$ cat config.mk
export PLATFORM = sky130hd
export DESIGN_NAME = uart_tx_fifo
export DESIGN_NICKNAME = d
export VERILOG_FILES = /design/src/rtl/uart_pkg.sv /design/src/rtl/sync_fifo.sv /design/src/rtl/uart_tx_fifo.sv
export SDC_FILE = /design/constraint.sdc
export NUM_CORES = 1
export LEC_CHECK = 0
export ABC_CLOCK_PERIOD_IN_PS = 4050
export CORE_AREA = 2 2 79 81
export CTS_CLUSTER_SIZE = 20
export DETAILED_ROUTE_END_ITERATION = 12
export DIE_AREA = 0 0 81 83
export GPL_TIMING_DRIVEN = 0
export HOLD_SLACK_MARGIN = 0.02
export PLACE_DENSITY = 0.78
export SETUP_SLACK_MARGIN = 0.02
export SLEW_MARGIN = 10
export SYNTH_ARGS = -nofsm -noshare
export SYNTH_HDL_FRONTEND = slang
export SYNTH_SLANG_ARGS = --single-unit
$ cat constraint.sdc
create_clock -name clk -period 4.05 [get_ports clk]
set_input_delay 0.81 -clock clk [delete_from_list [all_inputs] [get_ports clk]]
set_output_delay 0.81 -clock clk [all_outputs]
set_load 0.03 [all_outputs]
$ cat src/rtl/uart_pkg.sv
// Shared types and constants for the UART transmit path (and a future receive path).
package uart_pkg;

    typedef enum logic [1:0] {
        IDLE,
        START,
        DATA,
        STOP
    } uart_state_t;

    localparam int UART_DEFAULT_CLKS_PER_BIT = 434;
    localparam int UART_BITS_PER_FRAME       = 10;
    localparam int UART_DATA_BITS            = 8;

endpackage

$ cat src/rtl/sync_fifo.sv
// Single-clock FIFO with occupancy count; pushes while full and pops while empty are ignored.
module sync_fifo #(
    parameter int WIDTH = 8,
    parameter int DEPTH = 4
) (
    input  logic                     clk,
    input  logic                     reset,
    input  logic                     push,
    input  logic                     pop,
    input  logic [WIDTH-1:0]         wr_data,
    output logic [WIDTH-1:0]         rd_data,
    output logic                     full,
    output logic                     empty,
    output logic [$clog2(DEPTH):0]   count
);

    localparam int AW = $clog2(DEPTH);
    localparam int CW = AW + 1;

    logic [WIDTH-1:0] mem [DEPTH];
    logic [AW-1:0]    wr_ptr;
    logic [AW-1:0]    rd_ptr;
    logic             do_push;
    logic             do_pop;

    assign full    = (count == CW'(DEPTH));
    assign empty   = (count == '0);
    assign do_push = push && !full;
    assign do_pop  = pop && !empty;
    assign rd_data = mem[rd_ptr];

    // DEPTH is a power of two, so the pointers wrap by natural overflow.
    always_ff @(posedge clk or posedge reset) begin
        if (reset) begin
            wr_ptr <= '0;
            rd_ptr <= '0;
            count  <= '0;
        end else begin
            if (do_push) wr_ptr <= wr_ptr + 1'b1;
            if (do_pop)  rd_ptr <= rd_ptr + 1'b1;
            case ({do_push, do_pop})
                2'b10:   count <= count + 1'b1;
                2'b01:   count <= count - 1'b1;
                default: count <= count;
            endcase
        end
    end

    always_ff @(posedge clk) begin
        if (do_push) mem[wr_ptr] <= wr_data;
    end

endmodule

$ cat src/rtl/uart_tx_fifo.sv
// Buffered 8N1 UART transmitter: bytes written by main_mem are queued and shifted out
// LSB first on tx, with back-to-back frames when data is pending.
module uart_tx_fifo
    import uart_pkg::*;
#(
    parameter int CLKS_PER_BIT = UART_DEFAULT_CLKS_PER_BIT,
    parameter int FIFO_DEPTH   = 4
) (
    input  logic                          clk,
    input  logic                          reset,
    input  logic                          wr_en,
    input  logic [7:0]                    wr_data,
    output logic                          tx,
    output logic                          busy,
    output logic                          tx_active,
    output logic [$clog2(FIFO_DEPTH):0]   fifo_count,
    output logic                          overflow
);

    localparam int             BW        = $clog2(CLKS_PER_BIT);
    localparam logic [BW-1:0]  BAUD_LAST = BW'(CLKS_PER_BIT - 1);

    uart_state_t   state, state_next;
    logic [BW-1:0] baud_cnt, baud_next;
    logic [2:0]    bit_idx, bit_next;
    logic [7:0]    shift, shift_next;
    logic          tx_q, tx_next;
    logic          overflow_q;
    logic          fifo_pop;
    logic          fifo_full;
    logic          fifo_empty;
    logic [7:0]    fifo_rd_data;
    logic          bit_end;

    // Write handshake: wr_en is a one-cycle strobe with no ready; the byte is taken on
    // the edge where busy (pre-edge FIFO full) is low, otherwise it is dropped and
    // overflow latches until reset.
    sync_fifo #(
        .WIDTH (8),
        .DEPTH (FIFO_DEPTH)
    ) u_fifo (
        .clk     (clk),
        .reset   (reset),
        .push    (wr_en),
        .pop     (fifo_pop),
        .wr_data (wr_data),
        .rd_data (fifo_rd_data),
        .full    (fifo_full),
        .empty   (fifo_empty),
        .count   (fifo_count)
    );

    assign busy      = fifo_full;
    assign overflow  = overflow_q;
    assign tx        = tx_q;
    assign tx_active = (state != IDLE);
    assign bit_end   = (baud_cnt == '0);

    always_ff @(posedge clk or posedge reset) begin
        if (reset) begin
            state      <= IDLE;
            baud_cnt   <= '0;
            bit_idx    <= '0;
            shift      <= '0;
            tx_q       <= 1'b1;
            overflow_q <= 1'b0;
        end else begin
            state    <= state_next;
            baud_cnt <= baud_next;
            bit_idx  <= bit_next;
            shift    <= shift_next;
            tx_q     <= tx_next;
            if (wr_en && fifo_full) overflow_q <= 1'b1;
        end
    end

    // tx_next is the line level for the bit being entered, so tx stays a clean flop output.
    always_comb begin
        state_next = state;
        baud_next  = baud_cnt;
        bit_next   = bit_idx;
        shift_next = shift;
        tx_next    = tx_q;
        fifo_pop   = 1'b0;
        case (state)
            IDLE: begin
                tx_next = 1'b1;
                if (!fifo_empty) begin
                    fifo_pop   = 1'b1;
                    shift_next = fifo_rd_data;
                    tx_next    = 1'b0;
                    baud_next  = BAUD_LAST;
                    state_next = START;
                end
            end
            START: begin
                if (bit_end) begin
                    state_next = DATA;
                    bit_next   = '0;
                    tx_next    = shift[0];
                    baud_next  = BAUD_LAST;
                end else begin
                    baud_next = baud_cnt - 1'b1;
                end
            end
            DATA: begin
                if (bit_end) begin
                    baud_next = BAUD_LAST;
                    if (bit_idx == 3'd7) begin
                        state_next = STOP;
                        tx_next    = 1'b1;
                    end else begin
                        shift_next = {1'b0, shift[7:1]};
                        bit_next   = bit_idx + 1'b1;
                        tx_next    = shift[1];
                    end
                end else begin
                    baud_next = baud_cnt - 1'b1;
                end
            end
            STOP: begin
                if (bit_end) begin
                    if (!fifo_empty) begin
                        fifo_pop   = 1'b1;
                        shift_next = fifo_rd_data;
                        tx_next    = 1'b0;
                        baud_next  = BAUD_LAST;
                        state_next = START;
                    end else begin
                        tx_next    = 1'b1;
                        state_next = IDLE;
                    end
                end else begin
                    baud_next = baud_cnt - 1'b1;
                end
            end
            default: begin
                tx_next    = 1'b1;
                state_next = IDLE;
            end
        endcase
    end

endmodule

==> results.yml, run 1 <==
sta:
  fin_tns_setup_ns: 0
  setup_ws_ns: 1.04
  slew_headroom_pct: 46.9
  hold_slack_ns: 0.474
  clock-skew-final_ns: 0.0108
  min_period_ns: 3.01
  slew_viol_final: 0
  hold_viol_final: 0
  tightest_slew_ns: 0.790
  period_share_pct: 74.4
  fmax_mhz: 332
  grt_setup_unrepaired: "false"
  final-setup-viol-count: 0
placed_design:
  gp_congestion: 0.811
  pre_cts_ws_ns: 1.06
  dpl.hpwl_um: 3710
  port_buffers: 17
clock_tree:
  htree_num_levels: 3
  cts_buffers: 9
  cts.sinks: 63
  cts_resized: 0
  tritoncts: "built"
  post_cts_buffers: 0
  cts.root.buffer_cell: "clkbuf_8"
  clk_pin_slew_worst_paths_ns: 0.07
  clk_latency_ns: 0.34
  clock_path_buffers: 2
  ctsHoldBuffers: 0
grt:
  grt_pass1_vias: 1984
  grt_pass1_wl_um: 9250
  grtUsageMet1_pct: 24.0
  grt_overflow_total: 0
  track_usage_pct: 18.0
  grt_max_degree: 32
  busiest_layer: "met2"
  antenna_found_initial: 0
  grtUsageMet3_pct: 5.54
  gr-usage-met2_pct: 27.7
pwr:
  p_comb_share_pct: 47.3
  p_int_mw: 1.98
  leakage_nw: 1.41
  clkPwrFrac_pct: 19.4
  sw_frac_of_total_pct: 37.7
  power.net_switching_mw: 1.20
  p_seq_share_pct: 33.3
  ir_drop_v: 0.000465
  power_density_nw_per_um2: 877
synth:
  synth_cells: 229
  synthTopCellsByArea: "edfxtp_1, dfrtp_1, mux2_2, mux4_2, ha_1"
  synth_nets: 254
  yosysSeqAreaShare_pct: 55.5
  synth_ff_type: "edfxtp_1"
  syn_area_um2: 3130
  synth_top_cell_by_area: "edfxtp_1"
  ys_types: 51
  synth_top_area_share_pct: 30.7
  synth-seq-cells: 63
  async_reset_ff_share_pct: 49.2
  syn_avg_cell_area_um2: 13.7
  synth_edf_count: 32
  ys.warnings.count: 0
critical_path:
  cp_cell_sequence: "inv_1 -> ha_1 -> nor4b_4 -> a31oi_1 -> nor3_1 -> ha_1 -> inv_1 -> fa_1 -> xor2_1 -> nor2_1 -> xor2_1"
  cpPeakStageDelay_ns: 0.49
  crit_required_ns: 4.32
  crit_arrival_ns: 3.28
  crit_path_start_kind: "flop"
  cp_max_fo: 9
  crit_slowest_cell: "nor4b_4"
  criticalPathCategory: "flop to flop"
  endpoint_kind: "flop"
route:
  vias: 1919
  vias_per_cell: 5.69
  post_drt_wl_per_cell_um: 16.0
  firstDrtPassIters: 4
  drc: 0
  antenna_left: 0
  routed_wl_um: 5390
  drt_iter0_markers: 145
final_layout:
  nNetsFinal: 282
  fin_util_pct: 62.3
  n_antenna_cell: 0
  layout-drive-gt1-share_pct: 21.8
  areaGrowthSynthToFinish_pct: 15.7
floorplanning:
  rows: 28
  dieArea_um2: 6720
  die_y_um: 83
  die_w_um: 81
  start_util_pct: 53.8
  coreArea_um2: 5820
  pin_count: 18
outcome:
  outcome: "completed"
hold_path:
  hold_path_class: "flop to flop"
run:
  max_cap_viol_count: 0
-- layout make-up --
type	instances	area, µm²
clock buffer	9	124
tap	75	93.8
fill	463	2190
inverter	15	56.3
buffer	8	38.8
timing repair buffer	17	170
clock inverter	7	104
multi-input combinational	143	1300
sequential	63	1740
-- cell families after synthesis --
kind of cell             synth area share, %
AND/OR/NAND/NOR                         9.24
XOR/XNOR                                1.96
multiplexers                            12.9
flip-flops                              55.5
AO/OA/AOI/OAI                           11.5
buffers and inverters                   3.04
adder cells (fa/ha/maj)                 5.84
-- cells in the mapped netlist, types with 4 or more instances --
library cell	n
mux2_2	18
nor2_1	11
o21ai_0	4
mux4_2	8
nor3_1	7
ha_1	13
and2_1	6
xor2_1	5
a21o_1	6
clkbuf_1	6
a21oi_1	9
inv_1	15
nand2_1	5
edfxtp_1	32
dfrtp_1	30
-- worst max-delay path, delay by kind of cell (launching register included) --
kind	cells	cell delay, ns
and+or+nand+nor	3	0.94
xor gates and xnor gates	2	0.32
buffers and inverters	2	0.18
AOI/OAI and AO/OA	1	0.20
adders and majority gates	3	0.89
DFF	1	0.41
-- power groups by stage --
stage          sequential [mW]  combinational, mW  clock, mW
2_1_floorplan             1.08               1.13          0
6_report                  1.06               1.50      0.615
3_3_place_gp              1.06               1.46          0
4_1_cts                   1.06               1.51      0.626
5_1_grt                   1.09               1.66      0.656
3_5_place_dp              1.07               1.50          0
-- final timing paths --
kind | slack (ns) | cells after the start | startpoint | to
setup / recovery | 1.04 | 11 | baud_cnt[0] | u_fifo.count[2]
hold / removal | 0.47 | 1 | overflow | overflow
setup reg to reg | 1.04 | 11 | baud_cnt[0] | u_fifo.count[2]
hold reg to reg | 0.47 | 1 | overflow | overflow
max in group asynchronous | 2.74 | 2 | reset | shift[3]
min in group asynchronous | 0.88 | 2 | reset | baud_cnt[6]
-- per-stage QoR --
stage	power, mW	instance area, µm²	cells
2_1_floorplan	2.21	3130	229
5_1_grt	3.40	3620	337
3_3_place_gp	2.52	3390	321
4_1_cts	3.19	3620	337
6_report	3.18	3620	337
3_5_place_dp	2.57	3390	321
-- routing by layer --
metal | routed length (µm) | share of wire, %
met1 | 2450 | 46
met2 | 2620 | 49
met3 | 235 | 4.4
met4 | 78 | 1.4
met5 | 0 | 0
-- cells in the final DEF (no fill, tap or decap), types with 5 or more instances in the layout --
cell type	n
edfxtp_1	32
clkbuf_1	6
ha_1	13
clkdlybuf4s50_1	17
a21oi_1	9
mux4_2	8
and2_1	6
nor2_1	11
nor3_1	7
clkbuf_8	9
nand2_1	5
mux2_2	18
dfrtp_1	30
inv_1	14
a21o_1	6
xor2_1	5
-- registers in the layout (all words and copies together), names as in the netlist --
signal / flops
overflow: 1
state: 2
u_fifo.rd_ptr: 2
u_fifo.wr_ptr: 2
u_fifo.count: 3
shift: 8
baud_cnt: 9
tx: 1
bit_idx: 3
u_fifo.mem: 32
Note: power is estimated with default switching activity, not from simulation.
==> run 2: changes to the inputs <==
--- a/config.mk
+++ b/config.mk
@@ -5,7 +5,7 @@
 export SDC_FILE = /design/constraint.sdc
 export NUM_CORES = 1
 export LEC_CHECK = 0
-export ABC_CLOCK_PERIOD_IN_PS = 4050
+export ABC_CLOCK_PERIOD_IN_PS = 2970
 export CORE_AREA = 2 2 79 81
 export CTS_CLUSTER_SIZE = 20
 export DETAILED_ROUTE_END_ITERATION = 12
==> constraint.sdc (replaced) <==
create_clock -name clk -period 2.97 [get_ports clk]
set_input_delay 0.594 -clock clk [delete_from_list [all_inputs] [get_ports clk]]
set_output_delay 0.594 -clock clk [all_outputs]
set_load 0.03 [all_outputs]
==> run 2 against run 1 <==
Against the previous run:
- utilization up 0.37 points
- hold slack lost 0.00078 ns
- combinational power rose by 38%
- register-to-register slack got worse by 0.72 ns
- cell count rose by 0.30%
- global-route usage increased by 0.16 points
- flip-flop and latch count is the same
- worst setup slack got worse by 0.72 ns
==> results.yml, run 2 (synthesis gave the netlist of run 1 again) <==
outcome:
  outcome: "completed"
run:
  max_cap_viol_count: 0
sta:
  setup_ws_ns: 0.319
  period_share_pct: 89.2
  clock-skew-final_ns: 0.0107
  hold_slack_ns: 0.473
  final-setup-viol-count: 0
  grt_setup_unrepaired: "false"
  hold_viol_final: 0
  tightest_slew_ns: 0.654
  slew_viol_final: 0
  fmax_mhz: 377
  min_period_ns: 2.65
  slew_headroom_pct: 56.4
grt:
  grt_overflow_total: 0
  grt_pass1_vias: 1976
  antenna_found_initial: 0
  track_usage_pct: 18.2
  grt_max_degree: 32
  grt_pass1_wl_um: 9320
floorplanning:
  die_y_um: 83
  dieArea_um2: 6720
  die_w_um: 81
  pin_count: 18
  rows: 28
  coreArea_um2: 5820
  start_util_pct: 53.8
critical_path:
  crit_arrival_ns: 2.92
  cp_max_fo: 6
  criticalPathCategory: "flop to flop"
  crit_required_ns: 3.23
  endpoint_kind: "flop"
  reg2reg_depth: 11
  crit_path_start_kind: "flop"
clock_tree:
  htree_num_levels: 3
  clk_pin_slew_worst_paths_ns: 0.07
  cts.root.buffer_cell: "clkbuf_8"
  cts.sinks: 63
  tritoncts: "built"
  clk_latency_ns: 0.34
  ctsHoldBuffers: 0
  clock_path_buffers: 2
  cts_buffers: 9
pwr:
  p_int_mw: 2.71
  power_density_nw_per_um2: 1200
  clkPwrFrac_pct: 19.2
  ir_drop_v: 0.000633
  power.net_switching_mw: 1.64
  leakage_nw: 1.42
  p_seq_share_pct: 33.3
  sw_frac_of_total_pct: 37.7
  finalPower_mw: 4.36
  p_comb_share_pct: 47.4
route:
  antenna_left: 0
  firstDrtPassIters: 4
  vias: 1913
  drt_iter0_markers: 171
  drc: 0
  post_drt_wl_per_cell_um: 16.0
  routed_wl_um: 5400
  vias_per_cell: 5.66
final_layout:
  n_antenna_cell: 0
  areaGrowthSynthToFinish_pct: 16.4
  layout_commonest_cell: "edfxtp_1"
  nNetsFinal: 283
  top_regs: "u_fifo.mem x32, baud_cnt x9, shift x8"
  layout-drive-gt1-share_pct: 22.4
  largest_reg_flops: 32
  regMostFlops: "u_fifo.mem"
  final_cells: 338
  layout_common_cells: "edfxtp_1, dfrtp_1, mux2_2"
placed_design:
  placed_cells: 321
  gp_congestion: 0.811
  dpl.hpwl_um: 3710
  pre_cts_ws_ns: -0.0219
  port_buffers: 17
hold_path:
  hold_path_depth: 1
  hold_path_class: "flop to flop"
run 2: layout make-up:
| cell class | instances | area, µm² |
|---|---|---|
| sequential | 63 | 1740 |
| timing repair buffer | 18 | 178 |
| buffer | 8 | 38.8 |
| inverter | 15 | 56.3 |
| multi-input combinational | 143 | 1310 |
| tap | 75 | 93.8 |
| clock inverter | 7 | 104 |
| fill | 463 | 2170 |
| clock buffer | 9 | 124 |
run 2: through the flow:
step / util [%] / cell area, µm² / TNS (ns)
final: 62.6 / 3640 / 0
after global routing: 62.6 / 3640 / 0
after floorplan: - / 3130 / 0
after global placement: 58.3 / 3390 / 0
after CTS: 62.4 / 3630 / 0
after detailed placement: 58.3 / 3390 / -0.0219
run 2: worst max-delay path, cell delays in order (launching register included):
cell	delay, ns
dfrtp_1	0.41
inv_1	0.12
ha_1	0.27
nor4b_4	0.28
a31oi_1	0.18
nor3_2	0.23
ha_1	0.23
inv_1	0.06
fa_1	0.37
xor2_1	0.17
nor2_1	0.11
xor2_1	0.15
run 2: path summary, 6_finish.rpt:
check / endpoint / start / slack (ns)
min: overflow / overflow / 0.47
max reg2reg: u_fifo.count[2] / baud_cnt[0] / 0.32
min in group asynchronous: baud_cnt[6] / reset / 0.66
max: u_fifo.count[2] / baud_cnt[0] / 0.32
min reg2reg: overflow / overflow / 0.47
max in group asynchronous: shift[3] / reset / 1.87
run 2: metal layers:
metal  share of wire [%]  GRT usage (%)  up-vias
li1                    -              -      920
met4                 1.4           6.63        0
met1                  46           24.5      948
met5                   0              0        -
met3                 4.2           5.54        7
met2                  49           27.9       38
run 2: power by group through the flow:
| stage | combinational [mW] | clock, mW | sequential [mW] |
|---|---|---|---|
| 3_5_place_dp | 2.04 | 0 | 1.46 |
| 3_3_place_gp | 1.99 | 0 | 1.45 |
| 4_1_cts | 2.07 | 0.853 | 1.44 |
| 5_1_grt | 2.29 | 0.895 | 1.49 |
| 2_1_floorplan | 1.54 | 0 | 1.47 |
| 6_report | 2.07 | 0.836 | 1.45 |
run 2: what timing repair did:
action                                  in CTS  in global routing
resized for setup                            0                  2
endpoints found under the setup margin       1                  1
buffers inserted                             1                  0
pin swaps                                    0                  0
==> run 3: changes to the inputs <==
--- a/config.mk
+++ b/config.mk
@@ -6,13 +6,14 @@
 export NUM_CORES = 1
 export LEC_CHECK = 0
 export ABC_CLOCK_PERIOD_IN_PS = 2970
-export CORE_AREA = 2 2 79 81
+export CORE_AREA = 2 2 106 108
 export CTS_CLUSTER_SIZE = 20
 export DETAILED_ROUTE_END_ITERATION = 12
-export DIE_AREA = 0 0 81 83
+export DIE_AREA = 0 0 108 110
+export GPL_ROUTABILITY_DRIVEN = 0
 export GPL_TIMING_DRIVEN = 0
 export HOLD_SLACK_MARGIN = 0.02
-export PLACE_DENSITY = 0.78
+export PLACE_DENSITY = 0.5
 export SETUP_SLACK_MARGIN = 0.02
 export SLEW_MARGIN = 10
 export SYNTH_ARGS = -nofsm -noshare
==> run 3 against run 2 <==
Against the previous run:
- sequential power hardly changed
- routed wire length is 12% higher
- clock power is 13% lower
- combinational power hardly changed
- worst setup slack worse by 0.040 ns
- largest cell class unchanged
- largest power group unchanged
==> results.yml, run 3 (synthesis gave the netlist of run 1 again) <==
sta:
  fin_tns_setup_ns: 0
  final-setup-viol-count: 0
  tightest_slew_ns: 0.683
  hold_viol_final: 0
  period_share_pct: 90.6
  min_period_ns: 2.69
  clock-skew-final_ns: 0.0114
  fmax_mhz: 372
  grt_setup_unrepaired: "false"
  slew_headroom_pct: 54.4
  hold_slack_ns: 0.461
  slew_viol_final: 0
  setup_ws_ns: 0.279
floorplanning:
  die_y_um: 110
  rows: 38
  pin_count: 18
  dieArea_um2: 11900
  start_util_pct: 29.3
  die_w_um: 108
  coreArea_um2: 10700
route:
  drc: 0
  vias: 1954
  routed_wl_um: 6030
  antenna_left: 0
  post_drt_wl_per_cell_um: 15.0
  drt_iter0_markers: 166
  firstDrtPassIters: 4
  vias_per_cell: 4.85
placed_design:
  pre_cts_ws_ns: -0.0852
  port_buffers: 17
  dpl.hpwl_um: 4110
  placed_cells: 386
  placed_area_um2: 3470
pwr:
  leakage_nw: 1.41
  ir_drop_v: 0.000581
  finalPower_mw: 4.27
  power_density_nw_per_um2: 1160
clock_tree:
  clk_pin_slew_worst_paths_ns: 0.08
  clk_latency_ns: 0.35
  htree_num_levels: 3
  tritoncts: "built"
  clock_path_buffers: 2
  cts.sinks: 63
  cts_buffers: 9
  cts.root.buffer_cell: "clkbuf_8"
grt:
  grt_overflow_total: 0
  track_usage_pct: 11.4
  grt_pass1_vias: 2031
  antenna_found_initial: 0
  grt_pass1_wl_um: 10100
  grt_max_degree: 32
final_layout:
  areaGrowthSynthToFinish_pct: 17.8
  multi_input_area_um2: 1310
  fillerInstances: 1056
  layout-drive-gt1-share_pct: 21.7
  post-route-cell-area_um2: 3680
  nNetsFinal: 283
  regArea_um2: 1740
  layout_common_cells: "edfxtp_1, dfrtp_1, mux2_2"
  fin_util_pct: 34.4
  final_cells: 403
  regMostFlops: "u_fifo.mem"
  largest_reg_flops: 32
  n_antenna_cell: 0
  layout_commonest_cell: "edfxtp_1"
  top_regs: "u_fifo.mem x32, baud_cnt x9, shift x8"
critical_path:
  endpoint_kind: "flop"
  crit_required_ns: 3.24
  crit_arrival_ns: 2.96
  cp_max_fo: 6
  crit_path_start_kind: "flop"
  criticalPathCategory: "flop to flop"
hold_path:
  hold_path_class: "flop to flop"
run:
  max_cap_viol_count: 0
outcome:
  outcome: "completed"
-- run 3: cell count changes in the layout (fill, tap and decap cells not counted), sizes merged --
| cell | delta |
|---|---|
| clkinvlp | -2 |
| bufinv | -1 |
| clkbuf | +1 |
| clkinv | +4 |
| inv | -2 |
-- run 3: metal layers --
metal | track usage (%) | share of wire, % | vias to the layer above
li1 | - | - | 927
met1 | 14.6 | 47 | 984
met2 | 17.5 | 48 | 29
met3 | 1.70 | 2.0 | 14
met4 | 8.24 | 3.3 | 0
met5 | 0 | 0 | -
-- run 3: layout make-up --
type	instances	share of cell area (%)
timing repair buffer	18	4.82
clock buffer	10	3.46
buffer	8	1.05
clock inverter	6	1.66
multi-input combinational	143	35.6
tap	140	4.75
sequential	63	47.2
inverter	15	1.53
-- run 3: power by group --
group	internal (mW)	switching [mW]	leakage [nW]
combinational	0.993	1.09	0.644
sequential	1.24	0.219	0.667
clock	0.384	0.339	0.0976
-- run 3: path summary, 6_finish.rpt --
check	slack [ns]	endpoint	start	cells after the start
min in group asynchronous	0.66	shift[0]	reset	2
hold reg to reg	0.46	overflow	overflow	1
setup reg to reg	0.28	u_fifo.count[2]	baud_cnt[0]	11
max in group asynchronous	1.86	baud_cnt[1]	reset	2
setup / recovery	0.28	u_fifo.count[2]	baud_cnt[0]	11
hold / removal	0.46	overflow	overflow	1
-- run 3: worst max-delay path: stages, from the launching register on --
cell and delay [ns]:
dfrtp_1 0.41, inv_1 0.12, ha_1 0.25, nor4b_4 0.29, a31oi_1 0.18, nor3_2 0.26, ha_1 0.25, inv_1 0.06
fa_1 0.37, xor2_1 0.17, nor2_1 0.11, xor2_1 0.14
-- run 3: what timing repair did --
action / CTS / global route
setup endpoints to repair: 1 / 1
setup buffers: 1 / 0
hold buffers: 0 / 0
gates resized for setup: 1 / 1
